===== src/rtl/tt_chandrakanth_pkg.sv =====
// Shared definitions for the byte-serial logic unit tile: opcodes, FSM state
// encoding and uio pin indices.
package tt_chandrakanth_pkg;

  localparam logic [2:0] OP_NAND  = 3'd0;
  localparam logic [2:0] OP_AND   = 3'd1;
  localparam logic [2:0] OP_OR    = 3'd2;
  localparam logic [2:0] OP_NOR   = 3'd3;
  localparam logic [2:0] OP_XOR   = 3'd4;
  localparam logic [2:0] OP_XNOR  = 3'd5;
  localparam logic [2:0] OP_NOTA  = 3'd6;
  localparam logic [2:0] OP_PASSA = 3'd7;

  typedef enum logic [1:0] {
    ST_LOAD_A = 2'd0,
    ST_LOAD_B = 2'd1,
    ST_EXEC   = 2'd2,
    ST_SEND   = 2'd3
  } state_t;

  localparam int PIN_OP_LSB    = 0;
  localparam int PIN_IN_VALID  = 3;
  localparam int PIN_OUT_READY = 4;
  localparam int PIN_IN_READY  = 5;
  localparam int PIN_OUT_VALID = 6;
  localparam int PIN_PARITY    = 7;

endpackage


===== src/rtl/chandrakanth_logic_op.sv =====
// Combinational WIDTH-bit bitwise gate unit: Y = op(A, B).
module chandrakanth_logic_op
  import tt_chandrakanth_pkg::*;
#(
  parameter int WIDTH = 16
) (
  input  logic [2:0]       i_op,
  input  logic [WIDTH-1:0] i_a,
  input  logic [WIDTH-1:0] i_b,
  output logic [WIDTH-1:0] o_y
);

  // Select one of the eight gate functions; B is ignored for NOT A / PASS A.
  always_comb begin
    o_y = '0;
    unique case (i_op)
      OP_NAND:  o_y = ~(i_a & i_b);
      OP_AND:   o_y = i_a & i_b;
      OP_OR:    o_y = i_a | i_b;
      OP_NOR:   o_y = ~(i_a | i_b);
      OP_XOR:   o_y = i_a ^ i_b;
      OP_XNOR:  o_y = ~(i_a ^ i_b);
      OP_NOTA:  o_y = ~i_a;
      OP_PASSA: o_y = i_a;
      default:  o_y = '0;
    endcase
  end

endmodule


===== src/rtl/tt_um_chandrakanth_logic_unit.sv =====
// Byte-serial bitwise logic unit tile. Loads A then B little-endian over
// ui_in, computes one gate op in EXEC and streams the result out under a
// valid/ready handshake. Optional result parity on uio_out[7] is enabled by
// defining LOGIC_UNIT_PARITY_EN.
module tt_um_chandrakanth_logic_unit
  import tt_chandrakanth_pkg::*;
#(
  parameter int WIDTH = 16
) (
  input  logic       clk,
  input  logic       rst_n,
  input  logic       ena,
  input  logic [7:0] ui_in,
  input  logic [7:0] uio_in,
  output logic [7:0] uo_out,
  output logic [7:0] uio_out,
  output logic [7:0] uio_oe
);

  localparam int NBYTES = WIDTH / 8;
  localparam int CNT_W  = (NBYTES > 1) ? $clog2(NBYTES) : 1;
  localparam logic [CNT_W-1:0] CNT_LAST = CNT_W'(NBYTES - 1);

  state_t             r_state;
  state_t             w_next_state;
  logic [CNT_W-1:0]   r_cnt;
  logic [WIDTH-1:0]   r_a;
  logic [WIDTH-1:0]   r_b;
  logic [WIDTH-1:0]   r_res;
  logic [2:0]         r_op;
  logic [WIDTH-1:0]   w_y;

  logic w_in_valid;
  logic w_out_ready;
  logic w_in_ready;
  logic w_out_valid;
  logic w_parity;
  logic w_accept;
  logic w_retire;
  logic w_last;
  logic w_unused;

  assign w_in_valid  = uio_in[PIN_IN_VALID];
  assign w_out_ready = uio_in[PIN_OUT_READY];
  assign w_unused    = ^{ena, uio_in[7:5]};

  assign w_accept = w_in_valid & w_in_ready;
  assign w_retire = w_out_ready & w_out_valid;
  assign w_last   = (r_cnt == CNT_LAST);

  chandrakanth_logic_op #(.WIDTH(WIDTH)) u_op (
    .i_op (r_op),
    .i_a  (r_a),
    .i_b  (r_b),
    .o_y  (w_y)
  );

  // State register.
  always_ff @(posedge clk or negedge rst_n) begin
    if (!rst_n) r_state <= ST_LOAD_A;
    else        r_state <= w_next_state;
  end

  // Next-state logic: advance on the last accepted/retired byte.
  always_comb begin
    w_next_state = r_state;
    unique case (r_state)
      ST_LOAD_A: if (w_accept && w_last) w_next_state = ST_LOAD_B;
      ST_LOAD_B: if (w_accept && w_last) w_next_state = ST_EXEC;
      ST_EXEC:   w_next_state = ST_SEND;
      ST_SEND:   if (w_retire && w_last) w_next_state = ST_LOAD_A;
      default:   w_next_state = ST_LOAD_A;
    endcase
  end

  // State-decoded outputs; the result byte comes only from registers.
  always_comb begin
    w_in_ready  = 1'b0;
    w_out_valid = 1'b0;
    uo_out      = 8'h00;
    unique case (r_state)
      ST_LOAD_A, ST_LOAD_B: w_in_ready = 1'b1;
      ST_SEND: begin
        w_out_valid = 1'b1;
        for (int i = 0; i < NBYTES; i++) begin
          if (r_cnt == CNT_W'(i)) uo_out = r_res[i*8 +: 8];
        end
      end
      default: ;
    endcase
  end

  // Byte counter shared by the load and send phases; wraps on the last byte.
  always_ff @(posedge clk or negedge rst_n) begin
    if (!rst_n) begin
      r_cnt <= '0;
    end else if (w_accept || w_retire) begin
      r_cnt <= w_last ? '0 : r_cnt + CNT_W'(1);
    end
  end

  // Operand capture, opcode latch on A byte 0, and result register in EXEC.
  always_ff @(posedge clk or negedge rst_n) begin
    if (!rst_n) begin
      r_a   <= '0;
      r_b   <= '0;
      r_res <= '0;
      r_op  <= '0;
    end else begin
      if (w_accept && r_state == ST_LOAD_A) begin
        if (r_cnt == '0) r_op <= uio_in[PIN_OP_LSB +: 3];
        for (int i = 0; i < NBYTES; i++) begin
          if (r_cnt == CNT_W'(i)) r_a[i*8 +: 8] <= ui_in;
        end
      end
      if (w_accept && r_state == ST_LOAD_B) begin
        for (int i = 0; i < NBYTES; i++) begin
          if (r_cnt == CNT_W'(i)) r_b[i*8 +: 8] <= ui_in;
        end
      end
      if (r_state == ST_EXEC) r_res <= w_y;
    end
  end

`ifdef LOGIC_UNIT_PARITY_EN
  assign w_parity = w_out_valid & (^r_res);
  assign uio_oe   = 8'hE0;
`else
  assign w_parity = 1'b0;
  assign uio_oe   = 8'h60;
`endif

  assign uio_out = {w_parity, w_out_valid, w_in_ready, 5'b00000};

endmodule


===== config.mk =====
export PLATFORM = sky130hd
export DESIGN_NAME = tt_um_chandrakanth_logic_unit
export DESIGN_NICKNAME = d
export VERILOG_FILES = /design/src/rtl/tt_chandrakanth_pkg.sv /design/src/rtl/chandrakanth_logic_op.sv /design/src/rtl/tt_um_chandrakanth_logic_unit.sv
export SDC_FILE = /design/constraint.sdc
export NUM_CORES = 1
export LEC_CHECK = 0
export CAP_MARGIN = 25
export CORE_MARGIN = 1.5
export CORE_UTILIZATION = 50
export DETAILED_ROUTE_END_ITERATION = 7
export DONT_BUFFER_PORTS = 1
export PLACE_DENSITY = 0.66
export SETUP_SLACK_MARGIN = 0.5
export SLEW_MARGIN = 20
export SYNTH_ARGS = -nofsm -noshare
export SYNTH_HDL_FRONTEND = slang
export SYNTH_SLANG_ARGS = --single-unit

===== constraint.sdc =====
create_clock -name clk -period 2 [get_ports clk]
set_clock_uncertainty 0.05 [all_clocks]
set_input_delay 0.3 -clock clk [delete_from_list [all_inputs] [get_ports clk]]
set_output_delay 0.3 -clock clk [all_outputs]
set_load 0.05 [all_outputs]

After elaboration in Yosys (flattened, before gate mapping)
Cells that the tools add are included.
- eq/ne operators: 13
- reductions and logical operators: 13
- add/subtract/negate cells: 1
- bitwise operators: 10
- multiplexer cells: 10
- operator list (cell ; number):
    $pmux 16 s8 ; 1
    $not 16->16 ; 4
    $and 16x16->16 ; 1
    $mux 8 ; 2
    $or 16x16->16 ; 1
    $xor 16x16->16 ; 1
    $eq 3x3->1 const B ; 4
    $pmux 2 s4 ; 1
    $reduce_and 2->1 ; 4
    $eq 3x2->1 const B ; 2
    $mux 2 ; 3
    $ne 2x2->1 const B ; 3
    $eq 2x2->1 const B ; 2
    $logic_and 1x1->1 ; 4
    $eq 3x1->1 const B ; 1
    $logic_not 3->1 ; 1
    $mux 1 ; 3
    $reduce_and 3->1 ; 1
    $and 1x1->1 ; 2
    $eq 2x1->1 const B ; 1
    $logic_not 2->1 ; 1
    $reduce_or 2->1 ; 1
    $add 1x1->1 const B ; 1
    $logic_or 1x1->1 ; 1
    $not 1->1 ; 1
- register bits: 54
- bits of input ports: 19
- word-level logic and storage cells: 55

Depth between registers and ports, before layout
- depth in word-level cells: 7
- gate-level depth with buffers: 7

By module
Synthesis repeated with hierarchy kept, for this count alone.
- cells, all modules: 282
- area, all modules: 3577.2 sq um
- by module, submodules not included (module ; instances ; area an instance (sq um) ; sequential area each (sq um) ; cells each):
    tt_um_chandrakanth_logic_unit ; 1 ; 2411.1 ; 1351.3 ; 164
    chandrakanth_logic_op ; 1 ; 1166.1 ; 0.0 ; 118

Worst setup path before layout
Ideal clock, no wire load.
- kind: reg2out
- from: reg r_cnt
- to: out uo_out[0]
- slack: 0.121 ns
- required time: 1.650 ns
- arrival time: 1.529 ns
- buffers on the path: 2
- stages on the path, launching flop included: 5
- cells stage by stage: dfrtp_1 -> clkbuf_1 -> buf_2 -> mux2i_1 -> nor2b_1
- word-level cells in the longest chain between the ends: 2
- ends and longest elaborated chain (item ; line ; text):
    start: declaration ; tt_um_chandrakanth_logic_unit.sv:26 ; logic [CNT_W-1:0] r_cnt;
    start signal: assignment ; tt_um_chandrakanth_logic_unit.sv:98 ; r_cnt <= w_last ? '0 : r_cnt + CNT_W'(1);
    $mux 8 ; tt_um_chandrakanth_logic_unit.sv:86 ; if (r_cnt == CNT_W'(i)) uo_out = r_res[i*8 +: 8];
    $mux 8 ; tt_um_chandrakanth_logic_unit.sv:81 ; unique case (r_state)
    end: declaration ; tt_um_chandrakanth_logic_unit.sv:15 ; output logic [7:0] uo_out,
Every way passes these cells.

Worst setup path after layout
- from: reg r_b[9]
- to: reg r_res[9]
- word-level cells in the longest chain between the ends: 3
- elaborated cells between the ends (all ways): 7
- classes of those cells: mux: 1; bitwise: 6
- ends and longest elaborated chain (item ; line ; text):
    start: declaration ; tt_um_chandrakanth_logic_unit.sv:28 ; logic [WIDTH-1:0] r_b;
    start signal: indexed assignment ; tt_um_chandrakanth_logic_unit.sv:118 ; if (r_cnt == CNT_W'(i)) r_b[i*8 +: 8] <= ui_in;
    $xor 16x16->16, or another cell as far along ; chandrakanth_logic_op.sv:21, chandrakanth_logic_op.sv:22 ;
    $not 16->16, on equally long branches ; chandrakanth_logic_op.sv:22, chandrakanth_logic_op.sv:17, chandrakanth_logic_op.sv:20 ;
    $pmux 16 s8 (*) ; chandrakanth_logic_op.sv:16 ; unique case (i_op)
    end signal: assignment ; tt_um_chandrakanth_logic_unit.sv:121 ; if (r_state == ST_EXEC) r_res <= w_y;
    end: declaration ; tt_um_chandrakanth_logic_unit.sv:29 ; logic [WIDTH-1:0] r_res;
Mark *: on every way between the ends. The rest lies on a longest branch, timed or not.
A chain may end at the register's enable or synchronous reset.

==> impl_metrics.csv <==
group,metric,value,unit
outcome,status,"complete, but fails checks",
outcome,violations,"negative hold slack",
pwr,p_sw,4.12,mW
yosys,syn_area_per_cell,10.1,um^2
floorplan,dieHeight,92.2,um
global_routing,grt_pass1_wl,15300,um
worst_setup_path,endpoint_kind,"flip-flop",
clock_tree,clock_sinks,54,
pwr,p_sw_frac,0.410,
global_routing,top_usage_layer,"met2",
yosys,synthDistinctLibCells,35,
floorplan,initial_core_util,0.515,
final_layout,area_growth,29.4,%
route,vias,2934,
floorplan,pin_count,43,
yosys,ys_seq_area_frac,0.339,
final_layout,n_fill_cell,582,
floorplan,die_x,92.2,um
final_layout,antenna_cells,0,
global_routing,grt_use_total,0.230,
clock_tree,cts_buffers,5,
sta,timing.fmax,550,MHz
global_routing,grt_pass1_vias,3043,
route,drc,0,
clock_tree,cts-root-buf,"clkbuf_8",
final_layout,stdcell_area,5150,um^2
clock_tree,clockBufferDepth,2,
worst_setup_path,crit_chain,"inv_1 -> ha_1 -> inv_1 -> mux4_2 -> xnor2_2 -> mux2_4",
pwr,power_density,1950,nW/um^2
global_routing,grt_overflow,0,
yosys,synth.top_cells.by_area,"dfrtp_1 (34%), ha_1 (11%), mux2_2 (10%)",
floorplan,core,7730,um^2
sta,fin_ws,0.182,ns
route,drt_iter0_drc,145,
worst_setup_path,worstPathMaxFanout,3,
global_routing,use_met2,0.397,
floorplan,die_area,8510,um^2
route,wire_per_inst,16.8,um
worst_setup_path,slowest_delay,0.50,ns
clock_tree,clk_latency,0.30,ns
sta,setup_violations,0,
final_layout,nets,499,
clock_tree,cts.clk_slew.worst_paths,0.09,ns
sta,period_share,0.909,
route,viasPerCell,5.38,
route,routed_wl,9180,um
final_layout,layout-drive-gt1-share,0.415,
yosys,synth_edf_count,0,
worst_setup_path,crit_type,"flip-flop to flip-flop",
sta,tns,0,ns
worst_setup_path,cp_common_cell,"inv_1",
sta,finalCriticalPeriod,1.82,ns
pwr,ir_worst_vdd,0.000931,V
pwr,p_comb_frac,0.736,
sta,hold_slack,-0.373,ns
yosys,netlist_area,3980,um^2
worst_setup_path,start_kind,"flip-flop",
worst_setup_path,cp.required,2.14,ns
yosys,ys_seq_elements,54,
worst_setup_path,worstPathArrival,1.96,ns
yosys,synthCells,395,
placed_design,dp_hpwl,5430,um
global_routing,grt_max_degree,55,
route,drtAntennaViolNets,0,
global_routing,met1_usage,0.295,
sta,slew_viol_final,0,
clock_tree,htreeDepth,2,
run,drv_cap,0,
placed_design,pre_cts_ws,0.209,ns
pwr,pwr-share-clk,0.060,
global_routing,antenna_found_initial,0,
pwr,p_int,5.93,mW
yosys,synth_flop_cell,"dfrtp_1",
placed_design,portBuffers,0,
worst_setup_path,cp_slowest_cell,"mux4_2",
pwr,totalPowerFinal,10.0,mW
floorplan,rows,32,
pwr,seq_power_share,0.204,
pwr,power_leakage,2.40,nW
yosys,synth_top_area_frac,0.339,
route,drt_pass1_iterations,4,
yosys,async_flop_share,1.00,
yosys,yosys_warnings,0,
sta,finalHoldViolCount,54,
placed_design,place.gp.congestion,0.768,
clock_tree,cts_tree,"yes",
worst_hold_path,hp-class,"primary input to asynchronous set/reset pin",
placed_design,dpl-instance-area,4210,um^2
yosys,synth_top_area_cell,"dfrtp_1",
sta,rsz0062_at_grt,"true",
global_routing,grt_util_met3,0.0406,
-- area by class of cell --
| cell class | count | area [um^2] | share of cell area |
|---|---|---|---|
| repair buffers | 70 | 748 | 0.145 |
| multi-input cells | 270 | 2670 | 0.518 |
| well taps | 102 | 128 | 0.0248 |
| flip-flops and latches | 54 | 1360 | 0.263 |
| clock buffers | 6 | 82.6 | 0.0160 |
| inverters | 43 | 169 | 0.0328 |
-- synth_stat cells, types with 2 or more instances --
library cell and n:
conb_1 2, xnor2_1 17, a21boi_0 11, a221oi_2 11, mux2i_1 8, o221ai_1 11, o22ai_1 3, mux2_2 37
dfrtp_1 54, buf_4 19, nor2b_1 20, o21ai_0 6, nor3_1 14, clkbuf_1 7, buf_6 3, a31oi_1 3
mux4_2 2, a22oi_1 2, a31o_1 11, a221o_1 3, nand2b_1 17, ha_1 36, nand3b_1 3, buf_2 9
nand2_1 34, inv_1 42, nand3_1 2
-- final timing paths --
| path | from | end | slack, ns | depth (start not counted) |
|---|---|---|---|---|
| hold / removal | rst_n | r_b[12] | -0.37 | 0 |
| min in group clk | ui_in[5] | r_b[13] | 0.09 | 1 |
| setup reg to reg | r_b[9] | r_res[9] | 0.18 | 6 |
| hold reg to reg | r_res[2] | r_res[2] | 0.49 | 1 |
| setup / recovery | r_b[9] | r_res[9] | 0.18 | 6 |
| max in group asynchronous | rst_n | r_op[2] | 2.17 | 0 |
-- worst max-delay path, delay by kind of cell (launching register included) --
family     cells  cell delay [ns]
flops          1             0.37
fa+ha+maj      1             0.27
xor+xnor       1             0.17
buf+inv        2             0.09
mux            2             0.76
-- state kept, by name, summed over array words and instances, names as in the netlist --
| register | flops |
|---|---|
| r_a | 16 |
| r_op | 3 |
| r_cnt | 1 |
| r_res | 16 |
| r_b | 16 |
| r_state | 2 |
-- routing by layer --
metal,routed length [um],share of wire
met4,121,0.013
met1,4230,0.46
met2,4550,0.50
met5,0,0
met3,274,0.030
-- power by group through the flow --
stage | clock network (mW) | registers, mW | logic [mW]
CTS | 0.619 | 2.03 | 6.83
global route | 0.651 | 2.12 | 8.03
global placement | 0 | 2.15 | 5.15
finish | 0.601 | 2.05 | 7.40
detailed placement | 0 | 2.18 | 5.31
floorplan | 0 | 2.01 | 4.57
-- cells by family after synthesis --
| kind of cell | share of synthesized area |
|---|---|
| buf+inv | 0.109 |
| simple gates | 0.124 |
| fa+ha+maj | 0.113 |
| compound gates | 0.139 |
| xor+xnor | 0.0374 |
| other cells | 0.00189 |
| flops | 0.339 |
| mux | 0.136 |
-- metrics by stage --
stage	util	instances
floorplan	-	407
global placement	0.544	488
detailed placement	0.544	488
CTS	0.640	536
global route	0.667	545
finish	0.667	545
-- what timing repair did --
| item | in CTS | in global routing |
|---|---|---|
| gates resized for setup | 83 | 33 |
| setup buffers | 41 | 9 |
| gates cloned | 1 | 0 |
| pin swaps | 9 | 9 |
| setup endpoints to repair | 48 | 64 |
| endpoints found under the hold margin | 54 | 54 |
-- cells in the final DEF, fill, tap and decap left out, drive strengths merged, types with 15 or more instances in the layout --
cell	netlist	layout
buf	33	70
dfrtp	54	54
inv	43	43
mux2	37	37
ha	36	36
nand2	34	34
nor2b	20	20
xnor2	17	17
nand2b	17	17
nor3	15	15
Power figures use the tool's default switching activity.
